==> src/rtl/fa_tag_alloc_if.sv <==
// Lookup, refill, flush and LRU-link signals of the fully associative tag allocator.
// Signal names are from the allocator's point of view.
interface fa_tag_alloc_if #(
    parameter int TAG_W = 20
);
    logic             i_req_valid;
    logic             o_req_ready;
    logic [TAG_W-1:0] i_req_tag;
    logic             o_rsp_valid;
    logic             o_rsp_hit;
    logic [2:0]       o_rsp_way;
    logic             o_refill_req;
    logic [TAG_W-1:0] o_refill_tag;
    logic             i_refill_done;
    logic             i_flush;
    logic             o_lru_update;
    logic [2:0]       o_lru_index;
    logic [2:0]       i_lru_victim;

    modport slave (
        input  i_req_valid, i_req_tag, i_refill_done,
        input  i_flush, i_lru_victim,
        output o_req_ready, o_rsp_valid, o_rsp_hit, o_rsp_way,
        output o_refill_req, o_refill_tag, o_lru_update, o_lru_index
    );

    modport master (
        output i_req_valid, i_req_tag, i_refill_done,
        output i_flush, i_lru_victim,
        input  o_req_ready, o_rsp_valid, o_rsp_hit, o_rsp_way,
        input  o_refill_req, o_refill_tag, o_lru_update, o_lru_index
    );
endinterface

==> src/rtl/fa_tag_alloc.sv <==
// Fully associative 8-way tag store with miss refill and LRU touch generation.
// Victim is the lowest invalid way, otherwise the way reported by the LRU block.
module fa_tag_alloc #(
    parameter int TAG_W = 20,
    parameter int WAYS  = 8
) (
    input  logic          i_clk,
    input  logic          i_rst,
    fa_tag_alloc_if.slave bus
);

    typedef enum logic [1:0] {
        IDLE   = 2'd0,
        LOOKUP = 2'd1,
        REFILL = 2'd2,
        RESP   = 2'd3
    } state_t;

    state_t           r_state;
    logic [TAG_W-1:0] r_tag_q;
    logic [2:0]       r_victim;
    logic [WAYS-1:0]  r_valid;
    logic [TAG_W-1:0] r_tags [WAYS];
    logic             r_flush_pend;
    logic             r_rsp_valid;
    logic             r_rsp_hit;
    logic [2:0]       r_rsp_way;
    logic             r_refill_req;
    logic             r_lru_update;
    logic [2:0]       r_lru_index;

    logic             w_hit;
    logic [2:0]       w_hit_way;
    logic             w_has_inv;
    logic [2:0]       w_inv_way;
    logic [2:0]       w_victim;
    logic             w_flush_now;

    // Scan high to low so the lowest matching / invalid way is the one kept.
    always_comb begin
        w_hit     = 1'b0;
        w_hit_way = 3'd0;
        w_has_inv = 1'b0;
        w_inv_way = 3'd0;
        for (int i = WAYS - 1; i >= 0; i--) begin
            if (r_valid[i] && (r_tags[i] == r_tag_q)) begin
                w_hit     = 1'b1;
                w_hit_way = 3'(i);
            end
            if (!r_valid[i]) begin
                w_has_inv = 1'b1;
                w_inv_way = 3'(i);
            end
        end
        w_victim = w_has_inv ? w_inv_way : bus.i_lru_victim;
    end

    assign w_flush_now = bus.i_flush | r_flush_pend;

    assign bus.o_req_ready  = (r_state == IDLE) & ~w_flush_now;
    assign bus.o_rsp_valid  = r_rsp_valid;
    assign bus.o_rsp_hit    = r_rsp_hit;
    assign bus.o_rsp_way    = r_rsp_way;
    assign bus.o_refill_req = r_refill_req;
    assign bus.o_refill_tag = r_tag_q;
    assign bus.o_lru_update = r_lru_update;
    assign bus.o_lru_index  = r_lru_index;

    always_ff @(posedge i_clk or negedge i_rst) begin
        if (!i_rst) begin
            r_state      <= IDLE;
            r_tag_q      <= '0;
            r_victim     <= 3'd0;
            r_valid      <= '0;
            r_flush_pend <= 1'b0;
            r_rsp_valid  <= 1'b0;
            r_rsp_hit    <= 1'b0;
            r_rsp_way    <= 3'd0;
            r_refill_req <= 1'b0;
            r_lru_update <= 1'b0;
            r_lru_index  <= 3'd0;
            for (int i = 0; i < WAYS; i++) begin
                r_tags[i] <= '0;
            end
        end else begin
            r_rsp_valid  <= 1'b0;
            r_lru_update <= 1'b0;
            // A flush seen while busy is remembered until the FSM is idle again.
            if (bus.i_flush && (r_state != IDLE)) begin
                r_flush_pend <= 1'b1;
            end
            unique case (r_state)
                IDLE: begin
                    if (w_flush_now) begin
                        r_valid      <= '0;
                        r_flush_pend <= 1'b0;
                    end else if (bus.i_req_valid) begin
                        r_tag_q <= bus.i_req_tag;
                        r_state <= LOOKUP;
                    end
                end
                LOOKUP: begin
                    if (w_hit) begin
                        r_rsp_valid  <= 1'b1;
                        r_rsp_hit    <= 1'b1;
                        r_rsp_way    <= w_hit_way;
                        r_lru_update <= 1'b1;
                        r_lru_index  <= w_hit_way;
                        r_state      <= RESP;
                    end else begin
                        r_victim     <= w_victim;
                        r_refill_req <= 1'b1;
                        r_state      <= REFILL;
                    end
                end
                REFILL: begin
                    if (bus.i_refill_done) begin
                        r_tags[r_victim]  <= r_tag_q;
                        r_valid[r_victim] <= 1'b1;
                        r_refill_req      <= 1'b0;
                        r_rsp_valid       <= 1'b1;
                        r_rsp_hit         <= 1'b0;
                        r_rsp_way         <= r_victim;
                        r_lru_update      <= 1'b1;
                        r_lru_index       <= r_victim;
                        r_state           <= RESP;
                    end
                end
                RESP: begin
                    r_state <= IDLE;
                end
                default: begin
                    r_state <= IDLE;
                end
            endcase
        end
    end

endmodule
==> src/flat_wrapper.sv <==
// flat-port wrapper written by rule: the top's interface ports become plain ports
module fa_tag_alloc_flat 
#(
    parameter int TAG_W = 20,
    parameter int WAYS  = 8
)
  (i_clk, i_rst, bus_i_req_valid, bus_i_req_tag, bus_i_refill_done, bus_i_flush, bus_i_lru_victim, bus_o_req_ready, bus_o_rsp_valid, bus_o_rsp_hit, bus_o_rsp_way, bus_o_refill_req, bus_o_refill_tag, bus_o_lru_update, bus_o_lru_index);
  fa_tag_alloc_if #(.TAG_W(TAG_W)) bus_i ();
  input  logic i_clk;
  input  logic i_rst;
  input wire logic [$bits(bus_i.i_req_valid)-1:0] bus_i_req_valid;
  input wire logic [$bits(bus_i.i_req_tag)-1:0] bus_i_req_tag;
  input wire logic [$bits(bus_i.i_refill_done)-1:0] bus_i_refill_done;
  input wire logic [$bits(bus_i.i_flush)-1:0] bus_i_flush;
  input wire logic [$bits(bus_i.i_lru_victim)-1:0] bus_i_lru_victim;
  output wire logic [$bits(bus_i.o_req_ready)-1:0] bus_o_req_ready;
  output wire logic [$bits(bus_i.o_rsp_valid)-1:0] bus_o_rsp_valid;
  output wire logic [$bits(bus_i.o_rsp_hit)-1:0] bus_o_rsp_hit;
  output wire logic [$bits(bus_i.o_rsp_way)-1:0] bus_o_rsp_way;
  output wire logic [$bits(bus_i.o_refill_req)-1:0] bus_o_refill_req;
  output wire logic [$bits(bus_i.o_refill_tag)-1:0] bus_o_refill_tag;
  output wire logic [$bits(bus_i.o_lru_update)-1:0] bus_o_lru_update;
  output wire logic [$bits(bus_i.o_lru_index)-1:0] bus_o_lru_index;
  assign bus_i.i_req_valid = bus_i_req_valid;
  assign bus_i.i_req_tag = bus_i_req_tag;
  assign bus_i.i_refill_done = bus_i_refill_done;
  assign bus_i.i_flush = bus_i_flush;
  assign bus_i.i_lru_victim = bus_i_lru_victim;
  assign bus_o_req_ready = bus_i.o_req_ready;
  assign bus_o_rsp_valid = bus_i.o_rsp_valid;
  assign bus_o_rsp_hit = bus_i.o_rsp_hit;
  assign bus_o_rsp_way = bus_i.o_rsp_way;
  assign bus_o_refill_req = bus_i.o_refill_req;
  assign bus_o_refill_tag = bus_i.o_refill_tag;
  assign bus_o_lru_update = bus_i.o_lru_update;
  assign bus_o_lru_index = bus_i.o_lru_index;
  fa_tag_alloc #(.TAG_W(TAG_W), .WAYS(WAYS)) u_core (.i_clk(i_clk), .i_rst(i_rst), .bus(bus_i));
endmodule
==> config.mk <==
export PLATFORM = sky130hd
export DESIGN_NAME = fa_tag_alloc_flat
export DESIGN_NICKNAME = d
export VERILOG_FILES = /design/src/rtl/fa_tag_alloc_if.sv /design/src/rtl/fa_tag_alloc.sv /design/src/flat_wrapper.sv
export SDC_FILE = /design/constraint.sdc
export NUM_CORES = 1
export LEC_CHECK = 0
export BUFFER_PORTS_ARGS = -buffer_cell sky130_fd_sc_hd__buf_2
export CORE_MARGIN = 2
export CORE_UTILIZATION = 66
export DETAILED_ROUTE_END_ITERATION = 6
export PLACE_DENSITY = 0.95
export SLEW_MARGIN = 20
export SYNTH_ARGS = -nofsm -noshare
export SYNTH_HDL_FRONTEND = slang
export SYNTH_SLANG_ARGS = --single-unit
==> constraint.sdc <==
create_clock -name i_clk -period 7.2 [get_ports i_clk]
set_input_delay 1.44 -clock i_clk [delete_from_list [all_inputs] [get_ports i_clk]]
set_output_delay 1.44 -clock i_clk [all_outputs]
set_load 0.03 [all_outputs]
# --- After elaboration in Yosys (flattened, before gate mapping) ---
# Index checks and enable logic that the tools add are counted.
classes:
  n_reduce_logical: 22
  n_eq_ne: 17
  mux: 60
  n_lt_le_gt_ge: 4
  n_bitwise: 6
op_table:
  columns: ["op", "n"]
  rows:
  - ["$bwmux W160", 1]
  - ["$eq A20 B20 Y1", 8]
  - ["$demux W20 S3", 1]
  - ["$mux W3", 19]
  - ["$mux W1", 26]
  - ["$mux W20", 1]
  - ["$mux W8", 2]
  - ["$pmux W8 S2", 1]
  - ["$reduce_and A3 Y1", 5]
  - ["$logic_and A1 B1 Y1", 11]
  - ["$ne A2 B2 Y1 const B", 4]
  - ["$or A8 B8 Y8", 1]
  - ["$pmux W2 S4", 1]
  - ["$mux W2", 3]
  - ["$pmux W1 S2", 3]
  - ["$pmux W3 S2", 1]
  - ["$reduce_bool A2 Y1", 3]
  - ["$eq A2 B2 Y1 const B", 2]
  - ["$ge A4 B4 Y1 const B", 1]
  - ["$lt A3 B4 Y1 const B", 1]
  - ["$lt A4 B1 Y1 const B", 1]
  - ["$ne A2 B1 Y1 const B", 2]
  - ["$not A3 Y4", 1]
  - ["$reduce_and A2 Y1", 2]
  - ["7 further kinds", 8]
totals:
  output_inout_bits: 31
  regBits: 200
  inputBits: 28

# --- Longest topological paths before layout ---
# Gate-level depths: netlist of the first run.
depth:
  ltp_word: 12
  mapped_depth: 10
  depth_no_buf: 8

# --- Worst setup path before layout of the first run ---
# Ideal clock, no wire load.
synth_path:
  kind: "input-to-output"
  from: "input bus_i_flush"
  to: "output bus_o_req_ready"
  path_stages: 2
  slack_ns: 3.826
  n_path_buf: 0
  t_arrival_ns: 1.934
  path_cell_list: "nor2_1 > and2_1"
synth_via:
  elab_chain_len: 3
synth_rtl:
  columns: ["item", "line_no", "source"]
  rows:
  - ["from (decl)", "flat_wrapper.sv:14", "input wire logic [$bits(bus_i.i_flush)-1:0] bus_i_flush;"]
  - ["$or A1 B1 Y1", "fa_tag_alloc.sv:58", "assign w_flush_now = bus.i_flush | r_flush_pend;"]
  - ["$not A1 Y1 (no source line)", null, null]
  - ["$and A1 B1 Y1", "fa_tag_alloc.sv:60", "assign bus.o_req_ready = (r_state == IDLE) & ~w_flush_now;"]
  - ["to (decl)", "flat_wrapper.sv:16", "output wire logic [$bits(bus_i.o_req_ready)-1:0] bus_o_req_ready;"]
# Every way passes these cells.

# --- Worst setup path after layout of the first run ---
# Same ends and word-level chain as after synthesis.

==> run summary, run 1 <==
Final #Nets - 868
Vias per inst - 6.439
Hold WC Path Type - reg -> reg
Die area - 0.01620 mm^2
Max-slew headroom - 31.98%
DIE WIDTH - 127.3 um
Largest net degree at the start of global routing - 124
Mapped Avg Cell Area - 12.28 um^2
Root buffer cell - clkbuf_16
Ys async rst share - 100.0%
Top-area cell type share of the netlist area - 49.89%
Max Cap Viol - 0
Run status - complete, but fails checks
GR Util All Layers - 29.45%
Post-CTS Setup Bufs - 0
Netlist cell types - 46
Routed WL - 23040 um
Skew final - 0.008159 ns
Initial antenna violation count - 1
Final hold viol count - 0
Unrepaired setup endpoints after global routing - false
CTS Sinks - 200
RePlAce Congestion - 0.8616
Via count - 6684
Post-Syn Nets - 848
Total CTS buffers - 17
Antenna cell count - 0
Maximum VDD drop - 0.4028 mV
Ratio of cells with drive above 1 in the final layout - 34.59%
Detail Placement HPWL - 14090 um
Dpl cell area - 0.01033 mm^2
Tmin final - 3.555 ns
Clk buf depth - 2
First-pass GRT wire length - 36410 um
DR iter-0 viols - 663
Synth area leader - dfrtp_1
I/O Buffers - 58
CP Launch Type - primary input
Power Density - 433.1 mW/mm^2
Die Y - 127.3 um
Setup TNS - 0 ns
Vias in the first global route - 6886
CORE AREA - 0.01503 mm^2
Leakage power - 4.896 nW
Ys flop type - dfrtp_1
CTS tree - built
Synth warnings - 0
Arrival time worst endpoint - 2.12 ns
Post-synthesis sequential area ratio - 49.89%
Final ANT Viol Nets - 0
DR WL/cell - 22.20 um
Count leader, synth - dfrtp_1
Post-synth EDFFs - 0
Fin crit share - 49.38%
Max-slew violations - 0
Hold-critical path depth - 1
Synth cell count leaders - dfrtp_1 (200), mux2_2 (182), xnor2_1 (124)
Register bit total from synthesis - 200
Achievable Freq - 281.3 MHz
1st-pass router iterations - 7
Reg2Reg Depth - 7
Tightest Pin Transition - 1.020 ns
Worst Path Required - 5.76 ns
Cells after synthesis - 817
# H-tree levels - 4
WS Path Type - in -> out
Top Ports - 59
Number of cell rows - 45
Failing checks - design-rule violations
Initial Utilization - 66.73%
Post-cts resize count - 0
Mapped Area - 0.01003 mm^2
Synth area leaders - dfrtp_1 (50%), mux2_2 (20%), xnor2_1 (11%)
CTS Hold Buffers Added - 0
CP max FO - 4
Final setup violation count - 0
Crit end category - primary output
Clock-pin slew on the worst setup and hold paths - 0.07 ns
Design area - 0.01093 mm^2
Total grt overflow - 0
Synthesis-to-finish area growth - 8.942%
Clock Latency Late Sink - 0.44 ns
Drt drc - 4
critical path: stages:
cell	delay (ns)
buf_2	0.10
nor2_1	0.17
and2_1	0.20
buf_2	0.21
cell families after synthesis:
kind of cell / count (synthesis) / share of synthesized area, %
compound gates: 32 / 1.958
fa+ha+maj: 3 / 0.3742
buf+inv: 74 / 3.405
flops: 200 / 49.89
mux: 185 / 20.78
xor+xnor: 160 / 14.12
simple gates: 163 / 9.479
report_power, final:
part	internal, mW	total [mW]	switching (mW)
combinational	0.838	1.67	0.828
clock	0.533	0.974	0.442
sequential	1.41	2.09	0.679
total	2.78	4.73	1.95
final cells by class:
class / instances / area, um^2
tap: 188 / 235.2
sequential: 200 / 5005
multi-input combinational: 543 / 4702
fill: 927 / 4104
clock buffer: 19 / 452.9
clock inverter: 13 / 145.1
inverter: 10 / 37.54
timing repair buffer: 65 / 351.6
routing by layer:
metal  part of all wire, %  vias up  global-route usage [%]
met4                   3.1        0                   11.31
met3                   6.5       61                   5.988
met2                    49      286                   48.22
met5                     0        -                       0
met1                    42     3447                   39.18
li1                      -     2890                       -
metrics by stage:
stage	util (%)	setup WS (ns)	hold WS [ns]	cells	power, mW
2_1_floorplan	-	3.826	0.4644	817	3.240
4_1_cts	72.69	3.649	0.5044	1038	4.707
6_report	72.70	3.645	0.5091	1038	4.734
5_1_grt	72.70	3.573	0.5188	1038	4.951
3_5_place_dp	68.71	3.654	0.4883	1006	3.700
3_3_place_gp	68.71	3.680	0.4814	1006	3.592
state kept, by name, summed over array words and instances, names as in the netlist:
signal / flops
u_core.r_tags: 160
u_core.bus.o_refill_tag: 20
u_core.r_valid: 8
u_core.bus.o_rsp_way: 3
u_core.r_victim: 3
u_core.r_state: 2
u_core.bus.o_refill_req: 1
u_core.bus.o_rsp_hit: 1
u_core.bus.o_rsp_valid: 1
u_core.r_flush_pend: 1
worst paths after layout:
kind	start	to	slack (ns)
max in group asynchronous	i_rst	u_core.r_tags[99]	4.49
max	bus_i_flush	bus_o_req_ready	3.64
min	u_core.bus.o_rsp_hit	u_core.bus.o_rsp_hit	0.51
max reg2reg	u_core.bus.o_refill_tag[1]	u_core.bus.o_rsp_way[1]	4.07
min in group asynchronous	i_rst	u_core.bus.o_refill_tag[6]	1.15
min reg2reg	u_core.bus.o_rsp_hit	u_core.bus.o_rsp_hit	0.51
layout by cell type, fill, tap and decap left out, types with 4 or more instances in the layout:
cell type and instances:
a21oi_1 10, buf_2 57, buf_4 7, clkbuf_16 17, clkinvlp_4 6, dfrtp_1 200
inv_1 10, mux2_2 182, nand2_1 22, nand3_1 15, nand4_1 51, nor2_1 23
nor3_2 4, nor3b_1 4, nor4_1 15, nor4b_1 5, o21ai_0 8, xnor2_1 124
xor2_1 34
Note: power is estimated with default switching activity, not from simulation.
==> inputs of run 2 (changes only) <==
- ABC_AREA: unset -> 1
- CORE_UTILIZATION: 66 -> 56
- PLACE_DENSITY: 0.95 -> 0.89
- clock period: 7.2 -> 3.2 ns (I/O delays scaled with it)
==> run summary, run 2 <==
Reg2Reg Depth - 13
Die Y - 145.9 um
Max-slew headroom - 55.48%
R2r setup slk - 0.65 ns
Post-cts resize count - 0
RePlAce Congestion - 0.9910
Mapped Area - 0.01127 mm^2
Top Ports - 59
Initial Utilization - 57.55%
DIE WIDTH - 145.9 um
Number of cell rows - 51
I/O Buffers - 58
Root buffer cell - clkbuf_16
Top-area cell type share of the netlist area - 44.40%
Via count - 10840
Fin crit share - 79.82%
Inst Count DP - 1850
DR iter-0 viols - 1214
Dpl ws - 0.7619 ns
Final hold viol count - 0
Ratio of cells with drive above 1 in the final layout - 10.76%
Skew final - 0.008116 ns
Ys async rst share - 100.0%
Total grt overflow - 0
Final #Nets - 1635
Commonest non-fill, non-tap cell in the layout - nand2_1
Power Density - 1129 mW/mm^2
CTS Hold Buffers Added - 0
Ys flop type - dfrtp_1
Arrival time worst endpoint - 2.89 ns
Max-slew violations - 0
Final Util - 62.82%
Synthesis-to-finish area growth - 9.157%
Maximum VDD drop - 0.4479 mV
Max Cap Viol - 0
Crit end category - flip-flop
Vias per inst - 5.758
Post-Syn Nets - 1603
Most frequent cells in the layout - nand2_1 (480), o21ai_0 (228), dfrtp_1 (200), nor2_1 (191), inv_1 (133)
Hold WC Path Type - in -> async
Clock Latency Late Sink - 0.44 ns
Reg-to-reg endpoint - u_core.bus.o_rsp_way[1]
Tightest Pin Transition - 0.6670 ns
Unrepaired setup endpoints after global routing - false
CORE AREA - 0.01959 mm^2
Largest register by flop count - u_core.r_tags
Synth warnings - 0
Vias in the first global route - 10290
Tmin final - 2.554 ns
CP Launch Type - flip-flop
Drt drc - 0
1st-pass router iterations - 7
Run status - finished, final reports clean
Largest net degree at the start of global routing - 70
Die area - 0.02128 mm^2
WS Path Type - reg -> reg
Synth cell count leaders - nand2_1 (480), o21ai_0 (228), dfrtp_1 (200)
Final worst slack - 0.6456 ns
CP Launch Point - u_core.bus.o_refill_tag[16]
CTS tree - built
Post-synth EDFFs - 0
Clock-pin slew on the worst setup and hold paths - 0.07 ns
Leakage power - 5.949 nW
First-pass GRT wire length - 55820 um
Post-Layout Cell Count - 1883
Clk buf depth - 2
GR Util All Layers - 34.15%
Final setup violation count - 0
Register bit total from synthesis - 200
Synth area leader - dfrtp_1
Mapped Avg Cell Area - 7.171 um^2
Detail Placement HPWL - 24800 um
Worst Path Required - 3.54 ns
Synth area leaders - dfrtp_1 (44%), nand2_1 (16%), o21ai_0 (10%)
Netlist cell types - 42
Post-synthesis sequential area ratio - 44.40%
CP max FO - 13
Cells after synthesis - 1572
Count leader, synth - nand2_1
Critical Path End - u_core.bus.o_rsp_way[1]
Total CTS buffers - 17
Initial antenna violation count - 0
Achievable Freq - 391.5 MHz
Max reg flops - 160
Post-CTS Setup Bufs - 0
FF-to-FF Start - u_core.bus.o_refill_tag[16]
Routed WL - 35550 um
Final ANT Viol Nets - 0
DR WL/cell - 18.88 um
Power Total - 13.89 mW
# H-tree levels - 4
CTS Sinks - 200
Setup TNS - 0 ns
[run 2: cell count changes in the layout (fill, tap and decap cells not counted), moves of 41 or more]
cell	change
nor2_1	+168
xnor2_1	-102
inv_1	+123
a21oi_1	+41
nand2_1	+458
mux2_2	-182
o21ai_0	+220
[run 2: cells by family (layout without fill, tap and decap cells)]
logic type | Yosys count | in the layout | share of synthesized area, %
xor+xnor | 37 | 37 | 2.941
flops | 200 | 200 | 44.40
compound gates | 321 | 321 | 14.79
fa+ha+maj | 3 | 3 | 0.3330
buf+inv | 234 | 279 | 9.523
other cells | 0 | 1 | 0
simple gates | 777 | 777 | 28.01
[run 2: power by group]
part	total, mW	internal, mW	switching, mW	leakage (nW)
Clock	2.17	1.15	1.02	0.276
Sequential	4.61	3.60	1.01	2.40
Combinational	7.11	2.19	4.92	3.28
Total	13.9	6.95	6.95	5.95
[run 2: per-stage QoR]
step                instance area (um^2)  hold WS, ns
floorplan                          11270       0.3444
global placement                   11720       0.4695
detailed placement                 11720       0.4808
CTS                                12300       0.2194
global route                       12300       0.2327
finish                             12310       0.1781
[run 2: layout make-up]
cell class / instances / area, um^2
Fill cell: 1740 / 7284
Multi-Input combinational cell: 1138 / 5206
Sequential cell: 200 / 5005
Timing Repair Buffer: 96 / 596.8
Inverter: 151 / 579.3
Clock buffer: 21 / 470.5
Tap cell: 265 / 331.6
Clock inverter: 11 / 113.9
Antenna cell: 1 / 2.502
[run 2: routing by layer]
layer	track usage, %	wire length, um	share of wire [%]
met2	52.92	15930	45
met4	19.80	2228	6.3
met3	8.339	3574	10
met5	0	0	0
met1	43.78	13820	39
[run 2: worst min path at each step]
stage | endpoint | slack, ns
global route | u_core.r_tags[53] | 0.23
CTS | u_core.r_tags[53] | 0.22
global placement | u_core.r_tags[115] | 0.47
detailed placement | u_core.r_tags[39] | 0.48
finish | u_core.r_tags[54] | 0.18
floorplan | u_core.bus.o_refill_req | 0.34
[run 2: critical path, cell delays in order, from the launching register on]
cell and delay (ns):
dfrtp_1 0.70, inv_1 0.41, o21ai_0 0.28, nor2_1 0.06, nand2_1 0.07, nor2_1 0.04
nand3_1 0.09, nand2_1 0.17, nor2_4 0.17, nand3_4 0.14, nand2_4 0.12, inv_4 0.05
nor2_2 0.09, nor2_2 0.05
